File: config.mk
export PLATFORM = sky130hd
export DESIGN_NAME = digit_serial_adder
export DESIGN_NICKNAME = d
export VERILOG_FILES = /design/src/rtl/dsa_pkg.sv /design/src/rtl/digit_adder.sv /design/src/rtl/digit_serial_adder.sv
export SDC_FILE = /design/constraint.sdc
export NUM_CORES = 1
export LEC_CHECK = 0
export ABC_AREA = 1
export BUFFER_PORTS_ARGS = -buffer_cell sky130_fd_sc_hd__buf_4
export CORE_UTILIZATION = 45
export CTS_BUF_LIST = sky130_fd_sc_hd__clkbuf_4
export DETAILED_ROUTE_END_ITERATION = 16
export HOLD_SLACK_MARGIN = 0.08
export PLACE_DENSITY = 0.68
export SLEW_MARGIN = 20
export SYNTH_ARGS = -nofsm -noshare
export SYNTH_HDL_FRONTEND = slang
export SYNTH_SLANG_ARGS = --single-unit
File: constraint.sdc
create_clock -name clk -period 5.1 [get_ports clk]
set_clock_uncertainty 0.05 [all_clocks]
set_input_delay 0.255 -clock clk [delete_from_list [all_inputs] [get_ports clk]]
set_output_delay 0.255 -clock clk [all_outputs]
set_load 0.05 [all_outputs]
File: src/rtl/dsa_pkg.sv
// dsa_pkg: shared FSM state type and counter-width helper for the digit-serial adder.
package dsa_pkg;
   typedef enum logic [1:0] {IDLE, BUSY, DONE} state_t;
   function automatic int cnt_width(input int width, input int digit);
      return (width / digit > 1) ? $clog2(width / digit) : 1;
   endfunction
endpackage

File: src/rtl/digit_adder.sv
// digit_adder: combinational DIGIT-bit ripple adder built from full-adder cells.
module digit_adder #(
   parameter int DIGIT = 4
) (
   input  logic [DIGIT-1:0] x,
   input  logic [DIGIT-1:0] y,
   input  logic             ci,
   output logic [DIGIT-1:0] s,
   output logic             co,
   output logic             c_msb_in
);
   logic [DIGIT:0] c;
   assign c[0] = ci;
   for (genvar i = 0; i < DIGIT; i++) begin : g_fa
      assign s[i]   = x[i] ^ y[i] ^ c[i];
      assign c[i+1] = (x[i] & y[i]) | (c[i] & (x[i] ^ y[i]));
   end
   assign co       = c[DIGIT];
   assign c_msb_in = c[DIGIT-1];
endmodule

File: src/rtl/digit_serial_adder.sv
// digit_serial_adder: multi-cycle adder, DIGIT bits per clock with a registered inter-digit carry.
// Optional signed-overflow output enabled by defining DSA_OVERFLOW_EN.
module digit_serial_adder
   import dsa_pkg::*;
#(
   parameter int WIDTH = 32,
   parameter int DIGIT = 4
) (
   input  logic             clk,
   input  logic             rst_n,
   input  logic             in_valid,
   output logic             in_ready,
   input  logic [WIDTH-1:0] a,
   input  logic [WIDTH-1:0] b,
   input  logic             cin,
   output logic             out_valid,
   input  logic             out_ready,
   output logic [WIDTH-1:0] sum,
`ifdef DSA_OVERFLOW_EN
   output logic             ovf,
`endif
   output logic             cout
);
   localparam int NDIG = WIDTH / DIGIT;
   localparam int CW   = cnt_width(WIDTH, DIGIT);

   if (WIDTH < 1 || DIGIT < 1 || WIDTH % DIGIT != 0) begin : g_bad_cfg
      $error("digit_serial_adder: DIGIT must be >=1 and divide WIDTH");
   end

   state_t           state_q, state_d;
   logic [WIDTH-1:0] a_q, a_d, b_q, b_d, sum_q, sum_d;
   logic [CW-1:0]    cnt_q, cnt_d;
   logic             carry_q, carry_d, cout_q, cout_d;
   logic [DIGIT-1:0] x, y, s;
   logic             co, c_msb;

   digit_adder #(.DIGIT(DIGIT)) u_dig (
      .x       (x),
      .y       (y),
      .ci      (carry_q),
      .s       (s),
      .co      (co),
      .c_msb_in(c_msb)
   );

`ifdef DSA_OVERFLOW_EN
   logic ovf_q, ovf_d;
   always_comb begin
      ovf_d = ovf_q;
      if (state_q == BUSY && cnt_q == CW'(NDIG - 1)) ovf_d = c_msb ^ co;
   end
   always_ff @(posedge clk or negedge rst_n) begin
      if (!rst_n) ovf_q <= 1'b0;
      else        ovf_q <= ovf_d;
   end
   assign ovf = ovf_q;
`else
   logic unused_c_msb;
   assign unused_c_msb = c_msb;
`endif

   always_comb begin
      state_d = state_q;
      a_d     = a_q;
      b_d     = b_q;
      sum_d   = sum_q;
      cnt_d   = cnt_q;
      carry_d = carry_q;
      cout_d  = cout_q;
      x       = '0;
      y       = '0;
      // operand digit mux driven by the digit counter
      for (int i = 0; i < NDIG; i++) begin
         if (cnt_q == CW'(i)) begin
            x = a_q[i*DIGIT +: DIGIT];
            y = b_q[i*DIGIT +: DIGIT];
         end
      end
      case (state_q)
         IDLE: begin
            if (in_valid) begin
               a_d     = a;
               b_d     = b;
               carry_d = cin;
               cnt_d   = '0;
               state_d = BUSY;
            end
         end
         BUSY: begin
            for (int i = 0; i < NDIG; i++) begin
               if (cnt_q == CW'(i)) sum_d[i*DIGIT +: DIGIT] = s;
            end
            carry_d = co;
            cnt_d   = cnt_q + 1'b1;
            if (cnt_q == CW'(NDIG - 1)) begin
               cout_d  = co;
               state_d = DONE;
            end
         end
         DONE: state_d = out_ready ? IDLE : DONE;
         default: state_d = IDLE;
      endcase
   end

   always_ff @(posedge clk or negedge rst_n) begin
      if (!rst_n) begin
         state_q <= IDLE;
         a_q     <= '0;
         b_q     <= '0;
         sum_q   <= '0;
         cnt_q   <= '0;
         carry_q <= 1'b0;
         cout_q  <= 1'b0;
      end else begin
         state_q <= state_d;
         a_q     <= a_d;
         b_q     <= b_d;
         sum_q   <= sum_d;
         cnt_q   <= cnt_d;
         carry_q <= carry_d;
         cout_q  <= cout_d;
      end
   end

   assign in_ready  = (state_q == IDLE);
   assign out_valid = (state_q == DONE);
   assign sum       = sum_q;
   assign cout      = cout_q;
endmodule

Word level (Yosys, flattened, before mapping)
Cells that the tools add are included.

cells by class
  $add $sub $neg = 1
  equality and inequality tests = 11
  mux-type cells = 24
  bitwise logic cells = 20
  reductions and logical operators = 14

operator list
  kind                                                              count
  4-bit 2-to-1 mux                                                  16
  2-bit AND reduction                                               11
  3-bit == test (second input constant)                             4
  1-bit AND                                                         8
  1-bit bitwise XOR                                                 8
  3-bit by 2-bit == test with 1-bit output (second input constant)  2
  2-bit 2-to-1 mux                                                  3
  2-bit one-hot mux with 3 select lines                             1
  3-bit one-hot mux with 2 select lines                             1
  2-bit != test (second input constant)                             2
  1-bit bitwise OR                                                  4
  3-bit by 1-bit adder with 3-bit output (second input constant)    1
  3-bit by 1-bit == test with 1-bit output (second input constant)  1
  3-bit zero test                                                   1
  3-bit 2-to-1 mux                                                  1
  2-bit by 1-bit == test with 1-bit output (second input constant)  1
  2-bit == test (second input constant)                             1
  2-bit zero test                                                   1
  1-bit one-hot mux with 2 select lines                             1
  2-bit nonzero test                                                1
  1-bit 2-to-1 mux                                                  1

word-level totals
  register bits = 103
  output and inout port bits = 35
  logic and storage cells = 84

Longest topological paths before layout
Gate-level depths: netlist (run 1).

  word-level depth = 19
  depth in mapped cells = 20

Cells and area by module
Synthesis (run 1) repeated with hierarchy kept, for this count alone.

second synthesis, totals
  cell total of the unflattened synthesis = 617
  area, all modules = 4,772.1 um^2

by module, submodules not included
  module              instances  cells each  area each (um^2)  seq. area each (um^2)
  digit_serial_adder  1          605         4,662.0           2,577.5
  digit_adder         1          12          110.1             0.0

Worst setup path after synthesis (run 1)
Ideal clock, no wire load.

  path type = register -> register
  start point = register cnt_q[2]
  end point = register sum_q[7], in the netlist sum[7]
  library setup time = 0.083 ns
  data arrival time = 3.054 ns
  required time = 4.967 ns
  path slack = 1.913 ns
  cell stages (with the launch flop) = 17
  clock period less this slack = 3.187 ns
  cells stage by stage = dfrtp_1 inv_2 ha_1 inv_1 buf_2 nand3_1 nand2_1 nand2_1 nand2_1 a21boi_2 fa_1 inv_1 fa_1 fa_1 fa_1 inv_1 o21ai_0

between the ends
  longest elaborated chain between the ends = 17
  elaborated cells on any way between the ends = 39
  those cells by class = 7 x eq/ne; 16 x mux; 14 x bitwise; 2 x reduce/logical

RTL lines
  what                            line                       source
  start, declared                 digit_serial_adder.sv:33   logic [CW-1:0] cnt_q, cnt_d;
  start signal, assigned          digit_serial_adder.sv:120  cnt_q <= cnt_d;
  3-bit zero test                 digit_serial_adder.sv:75   if (cnt_q == CW'(i)) begin
  4-bit 2-to-1 mux (8 in series)  digit_serial_adder.sv:75
  1-bit bitwise XOR               digit_adder.sv:16          assign c[i+1] = (x[i] & y[i]) | (c[i] & (x[i] ^ y[i]));
  1-bit AND                       digit_adder.sv:16
  1-bit bitwise OR                digit_adder.sv:16
  1-bit AND                       digit_adder.sv:16
  1-bit bitwise OR                digit_adder.sv:16
  1-bit AND                       digit_adder.sv:16
  1-bit bitwise OR                digit_adder.sv:16
  1-bit bitwise XOR *             digit_adder.sv:15          assign s[i] = x[i] ^ y[i] ^ c[i];
  net s[3]                        digit_serial_adder.sv:35   logic [DIGIT-1:0] x, y, s;
  end signal, assigned            digit_serial_adder.sv:119  sum_q <= sum_d;
  end, declared                   digit_serial_adder.sv:32   logic [WIDTH-1:0] a_q, a_d, b_q, b_d, sum_q, sum_d;

Mark *: on every way through the listed nets, which the timed path passes. The rest lies on a longest branch.
A chain may end at the register's enable or synchronous reset.

Final worst setup path (run 1)
  start point = register cnt_q[0]
  end point = register sum_q[3], in the netlist sum[3]

Same word-level chain as after synthesis.

==> results.toml, run 1 <==
[sta]
slew_headroom_pct = 42.5
fin_crit_sh_pct = 71.3
fin_ws_ns = 1.47
hold_viol_final = 0
drv_slew = 0
rsz0062_at_grt = "false"
fin_crit_ns = 3.63
setup_viol = 0
worst_pin_slew_ns = 0.863
setup_tns_ns = 0
fmax_mhz = 275

[placed_design]
dp_hpwl_microns = 7840
port_buffers = 103
place_area_sq_mm = 0.00560
place_ws_ns = 1.48
place_congestion = 0.857

[grt]
grt_max_degree = 71
grt_use_total_pct = 22.6
grt_antenna_before_repair = 0
grt_overflow = 0
grt_pass1_vias = 4009
grt_first_pass_wirelength_microns = 19400

[pwr]
power_mw = 4.40
leakagePower_nw = 3.20
p_per_area_mw_per_mm2 = 681
irDropWorstVdd_mv = 0.438

[critical_path]
cp.arrival_ns = 3.96
cp_top_family = "adder cells"
worst-r2r-setup-slack_ns = 1.47
required_ns = 5.42
path_buf_inv = 5
cp_slowest_stage_delay_ns = 0.49
cp_max_fo = 12
start_kind = "register"
end_kind = "register"
path_class = "reg -> reg"
cp_common_cell = "nand2_1"
cp_slowest_cell = "fa_1"
crit_path_cell_trace = "inv_1 -> ha_1 -> nand2_1 -> inv_1 -> nand2_1 -> nand2_1 -> inv_1 -> nand2_1 -> nand2_1 -> nand2_1 -> nand2_1 -> fa_1 -> inv_1 -> fa_1 -> fa_1 -> fa_1 -> inv_1 -> o21ai_0"

[final_layout]
n_antenna_cell = 0
fin_area_sq_mm = 0.00647
nNetsFinal = 723
areaGrowthSynthToFinish_pct = 36.6
fin_util_pct = 62.9
drive_gt1_share_pct = 30.5

[cts]
clockRootBuffer = "clkbuf_4"
clk_pin_slew_ns = 0.16
cts_buffers = 9
cts_setup_buffers = 0
insertion_delay_ns = 0.44
h-tree-depth = 3
cts_sinks = 103
clockBufferDepth = 2
cts_tree = "done"
post_cts_resized = 0

[route]
routed_wl_microns = 11600
viasPerCell = 4.89
first_pass_iters = 4
vias = 3835
routedWlPerCell_microns = 14.8
drc = 0
drt_iter0_markers = 206
antenna_left = 0

[synthesis]
avgSynthCellArea_sq_um = 9.97
ys_seq_area_share_pct = 54.4
syn_nets = 554
netlist_area_sq_mm = 0.00474
async_flop_share_pct = 100
synth_cell_types = 26
synthCells = 475
synth_ff_type = "dfrtp_1"
synth-edff-count = 0
ys_warn_count = 0
ys_ff_latch = 103

[run_status]
status = "finished clean"

[die]
dieWidth_microns = 105
io_pins = 104
die_y_microns = 105
start_util_pct = 46.1
fp.coreArea_sq_mm = 0.0103
core.rowCount = 37
fp.dieArea_sq_mm = 0.0109

[hold_path]
hp-class = "in -> async"

[flow_run]
maxCapViolations = 0
## final timing paths
| check | startpoint | end | cells past startpoint |
|---|---|---|---|
| max in group asynchronous | rst_n | a_q[21] | 3 |
| max | cnt_q[0] | sum[3] | 18 |
| min in group clk | in_valid | state_q[0] | 4 |
| min reg2reg | sum[20] | sum[20] | 2 |
| min | rst_n | sum[1] | 2 |
| max reg2reg | cnt_q[0] | sum[3] | 18 |
## per-layer routing
| layer | vias up | GRT usage, % | wire length [microns] |
|---|---|---|---|
| met3 | 15 | 3.68 | 469 |
| li1 | 1876 | - | - |
| met1 | 1838 | 29.6 | 5200 |
| met5 | - | 0 | 0 |
| met2 | 106 | 38.6 | 5800 |
| met4 | 0 | 6.74 | 164 |
## report_power, final
part           switching, mW  internal [mW]
Combinational           1.56          0.852
Clock                  0.267          0.252
Sequential             0.257           1.22
Total                   2.08           2.32
## state kept, by name, indices dropped and copies added (netlist names)
register,count
cout,1
a_q,32
state_q,2
b_q,32
cnt_q,3
sum,32
carry_q,1
## cells by family (layout without fill, tap and decap cells)
| family | after synthesis | count (layout) | share of synthesized area (%) |
|---|---|---|---|
| AO/OA/AOI/OAI | 49 | 49 | 5.71 |
| adder cells (fa/ha/maj) | 10 | 10 | 3.28 |
| buffers and inverters | 54 | 228 | 5.07 |
| flip-flops | 103 | 103 | 54.4 |
| multiplexers | 60 | 60 | 14.3 |
| AND/OR/NAND/NOR | 199 | 199 | 17.3 |
## stage by stage
stage | hold WS (ns) | instances
2_1_floorplan | -0.0906 | 475
3_3_place_gp | 0.237 | 701
3_5_place_dp | 0.247 | 701
4_1_cts | 0.296 | 785
5_1_grt | 0.315 | 785
6_report | 0.278 | 785
## layout by cell type (no fill, tap or decap)
cell type / instances
nand2_1: 124
buf_4: 105
dfrtp_1: 103
dlygate4sd3_1: 68
mux2_2: 60
inv_1: 36
o21ai_0: 36
nor2_1: 33
nand3_1: 30
clkbuf_4: 10
or2_2: 8
a21oi_1: 6
ha_1: 6
fa_1: 4
bufinv_16: 3
nor2_2: 2
inv_2: 2
clkinv_1: 2
a21oi_2: 2
clkinvlp_4: 2
nand2_4: 1
o21ai_2: 1
a21boi_2: 1
nand2_2: 1
o31ai_1: 1
o22ai_1: 1
o221ai_1: 1
## synth_stat cells (2+ instances only)
master | number | share of area, %
nand2_1 | 125 | 9.9
dfrtp_1 | 103 | 54
mux2_2 | 60 | 14
inv_1 | 36 | 2.9
o21ai_0 | 36 | 3.8
nor2_1 | 33 | 2.6
nand3_1 | 30 | 3.2
buf_2 | 10 | 1.1
or2_2 | 8 | 1.1
a21oi_1 | 6 | 0.63
ha_1 | 6 | 1.6
fa_1 | 4 | 1.7
a21oi_2 | 2 | 0.37
clkbuf_1 | 2 | 0.16
inv_2 | 2 | 0.16
nor2_2 | 2 | 0.26
## area by class of cell
type                       instances  area (sq um)
timing repair buffer             173          1470
sequential                       103          2580
clock buffer                      10          75.1
multi-input combinational        318          1920
tap                              136           170
clock inverter                     6           109
inverter                          39           146
fill                             852          3810
## timing repair
item                                    4_1_cts  5_1_grt
hold buffers                                 68        0
hold endpoints to repair                    110        0
endpoints found under the setup margin        0        0
No activity file was read; power rests on OpenSTA's default activity.
==> run 2: changes to the inputs <==
Settings changed: PLACE_DENSITY 0.68 to 0.71.
Clock period 5.1 ns to 3.31 ns, I/O delays scaled along.
==> run 2 against run 1 <==
Against the previous run:
- clock power increased by 40%
- via count increased by 1.2%
- die area did not move
==> results.toml, run 2 (synthesis results as in run 1) <==
[final_layout]
areaGrowthSynthToFinish_pct = 41.7
final_cells = 809
drive_gt1_share_pct = 36.1
fillerInstances = 847
nNetsFinal = 747
final_cell_mix = "buf_4 (128), nand2_1 (122), dfrtp_1 (102)"
n_antenna_cell = 0
mostFrequentLayoutCell = "buf_4"

[pwr]
power_mw = 7.17
pwr-share-comb_pct = 58.7
power.switching_mw = 3.40
irDropWorstVdd_mv = 0.854
internal_power_mw = 3.78
p_clk_share_pct = 10.1
swShare_pct = 47.3
p_per_area_mw_per_mm2 = 1070
leakagePower_nw = 3.30
seqPwrFrac_pct = 31.2

[route]
viasPerCell = 4.80
vias = 3880
first_pass_iters = 5
antenna_left = 0
drt_iter0_markers = 223
drc = 0
routedWlPerCell_microns = 14.2
routed_wl_microns = 11500

[cts]
insertion_delay_ns = 0.45
h-tree-depth = 3
cts_tree = "done"
clockBufferDepth = 2
clockRootBuffer = "clkbuf_4"
cts_buffers = 9
clk_pin_slew_ns = 0.16
cts_sinks = 103

[hold_path]
hp-class = "in -> reg"
hp-start = "in_valid"
whs_path_depth = 3
whs_endpoint = "state_q[0]"

[grt]
grt_antenna_before_repair = 0
grt_first_pass_wirelength_microns = 19400
grt_overflow = 0
grt_max_degree = 78
grt_pass1_vias = 3982
grt_use_total_pct = 22.5

[sta]
rsz0062_at_grt = "true"
slew_headroom_pct = 35.5
fin_crit_ns = 3.21
setup_viol = 0
fin_crit_sh_pct = 97.1
drv_slew = 0
hold_viol_final = 0
worst_pin_slew_ns = 0.967
fmax_mhz = 311

[die]
start_util_pct = 46.1
fp.dieArea_sq_mm = 0.0109
dieWidth_microns = 105
die_y_microns = 105
core.rowCount = 37
fp.coreArea_sq_mm = 0.0103
io_pins = 104

[critical_path]
reg2reg_to = "sum[19]"
required_ns = 3.63
path_class = "reg -> reg"
worst-r2r-cell-count = 12
cp_max_fo = 8
end_kind = "register"
start_kind = "register"
r2r-start = "cnt_q[1]"
cp.arrival_ns = 3.53
worst-r2r-setup-slack_ns = 0.1

[placed_design]
place_congestion = 0.876
port_buffers = 103
dp_cells = 724
dp_hpwl_microns = 8010

[run_status]
status = "finished clean"

[flow_run]
maxCapViolations = 0
-- run 2: worst max-delay path, cell delays in order, from the launching register on --
cell	delay [ns]
dfrtp_2	0.44
ha_2	0.22
ha_1	0.25
clkinv_1	0.14
or2_2	0.30
nand2_2	0.08
fa_2	0.18
inv_1	0.05
fa_2	0.33
fa_2	0.35
fa_1	0.54
inv_4	0.07
o21ai_2	0.13
-- run 2: worst max path at each step --
stage | from | end | slack [ns] | cells after the start
floorplan | cnt_q[2] | sum[7] | 0.12 | 16
global placement | cnt_q[0] | sum[31] | -0.02 | 16
detailed placement | cnt_q[1] | sum[19] | -0.13 | 19
CTS | cnt_q[0] | sum[23] | 0.02 | 16
global route | cnt_q[1] | sum[27] | -0.09 | 17
finish | cnt_q[1] | sum[19] | 0.1 | 12
-- run 2: power by group through the flow --
stage	Sequential, mW	Combinational (mW)	Clock, mW
after detailed placement	2.26	3.84	0
after global routing	2.30	4.66	0.794
after floorplan	2.75	2.04	0
final	2.24	4.21	0.727
after global placement	2.24	3.75	0
after CTS	2.23	3.96	0.749
-- run 2: repair_timing --
action                     4_1_cts  5_1_grt
pin swaps                        0        4
buffers inserted                 0        1
hold buffers                    68        0
hold endpoints to repair       141        0
setup endpoints to repair        8       23
resized for setup                8       30
-- run 2: cell type report --
class	instances	area (sq um)	share of cell area (%)
well taps	136	170	2.54
clock buffers	9	67.6	1.01
multi-input cells	318	1990	29.7
inverters	39	153	2.28
flip-flops and latches	103	2580	38.4
clock inverters	7	93.8	1.40
repair buffers	197	1650	24.6
-- run 2: metrics by stage --
stage / setup WS, ns / setup TNS, ns / area, sq um / utilization [%] / hold WS [ns]
5_1_grt: -0.0919 / -0.585 / 6710 / 65.3 / 0.339
6_report: 0.0971 / 0 / 6710 / 65.3 / 0.288
4_1_cts: 0.0234 / 0 / 6630 / 64.5 / 0.272
2_1_floorplan: 0.123 / 0 / 4740 / - / -0.180
3_3_place_gp: -0.0239 / -0.177 / 5780 / 56.2 / 0.310
3_5_place_dp: -0.129 / -0.906 / 5780 / 56.2 / 0.314
-- run 2: per-layer routing --
layer,GRT usage [%],routed length [microns]
met5,0,0
met4,5.63,158
met3,4.87,552
met2,37.5,5590
met1,29.8,5180
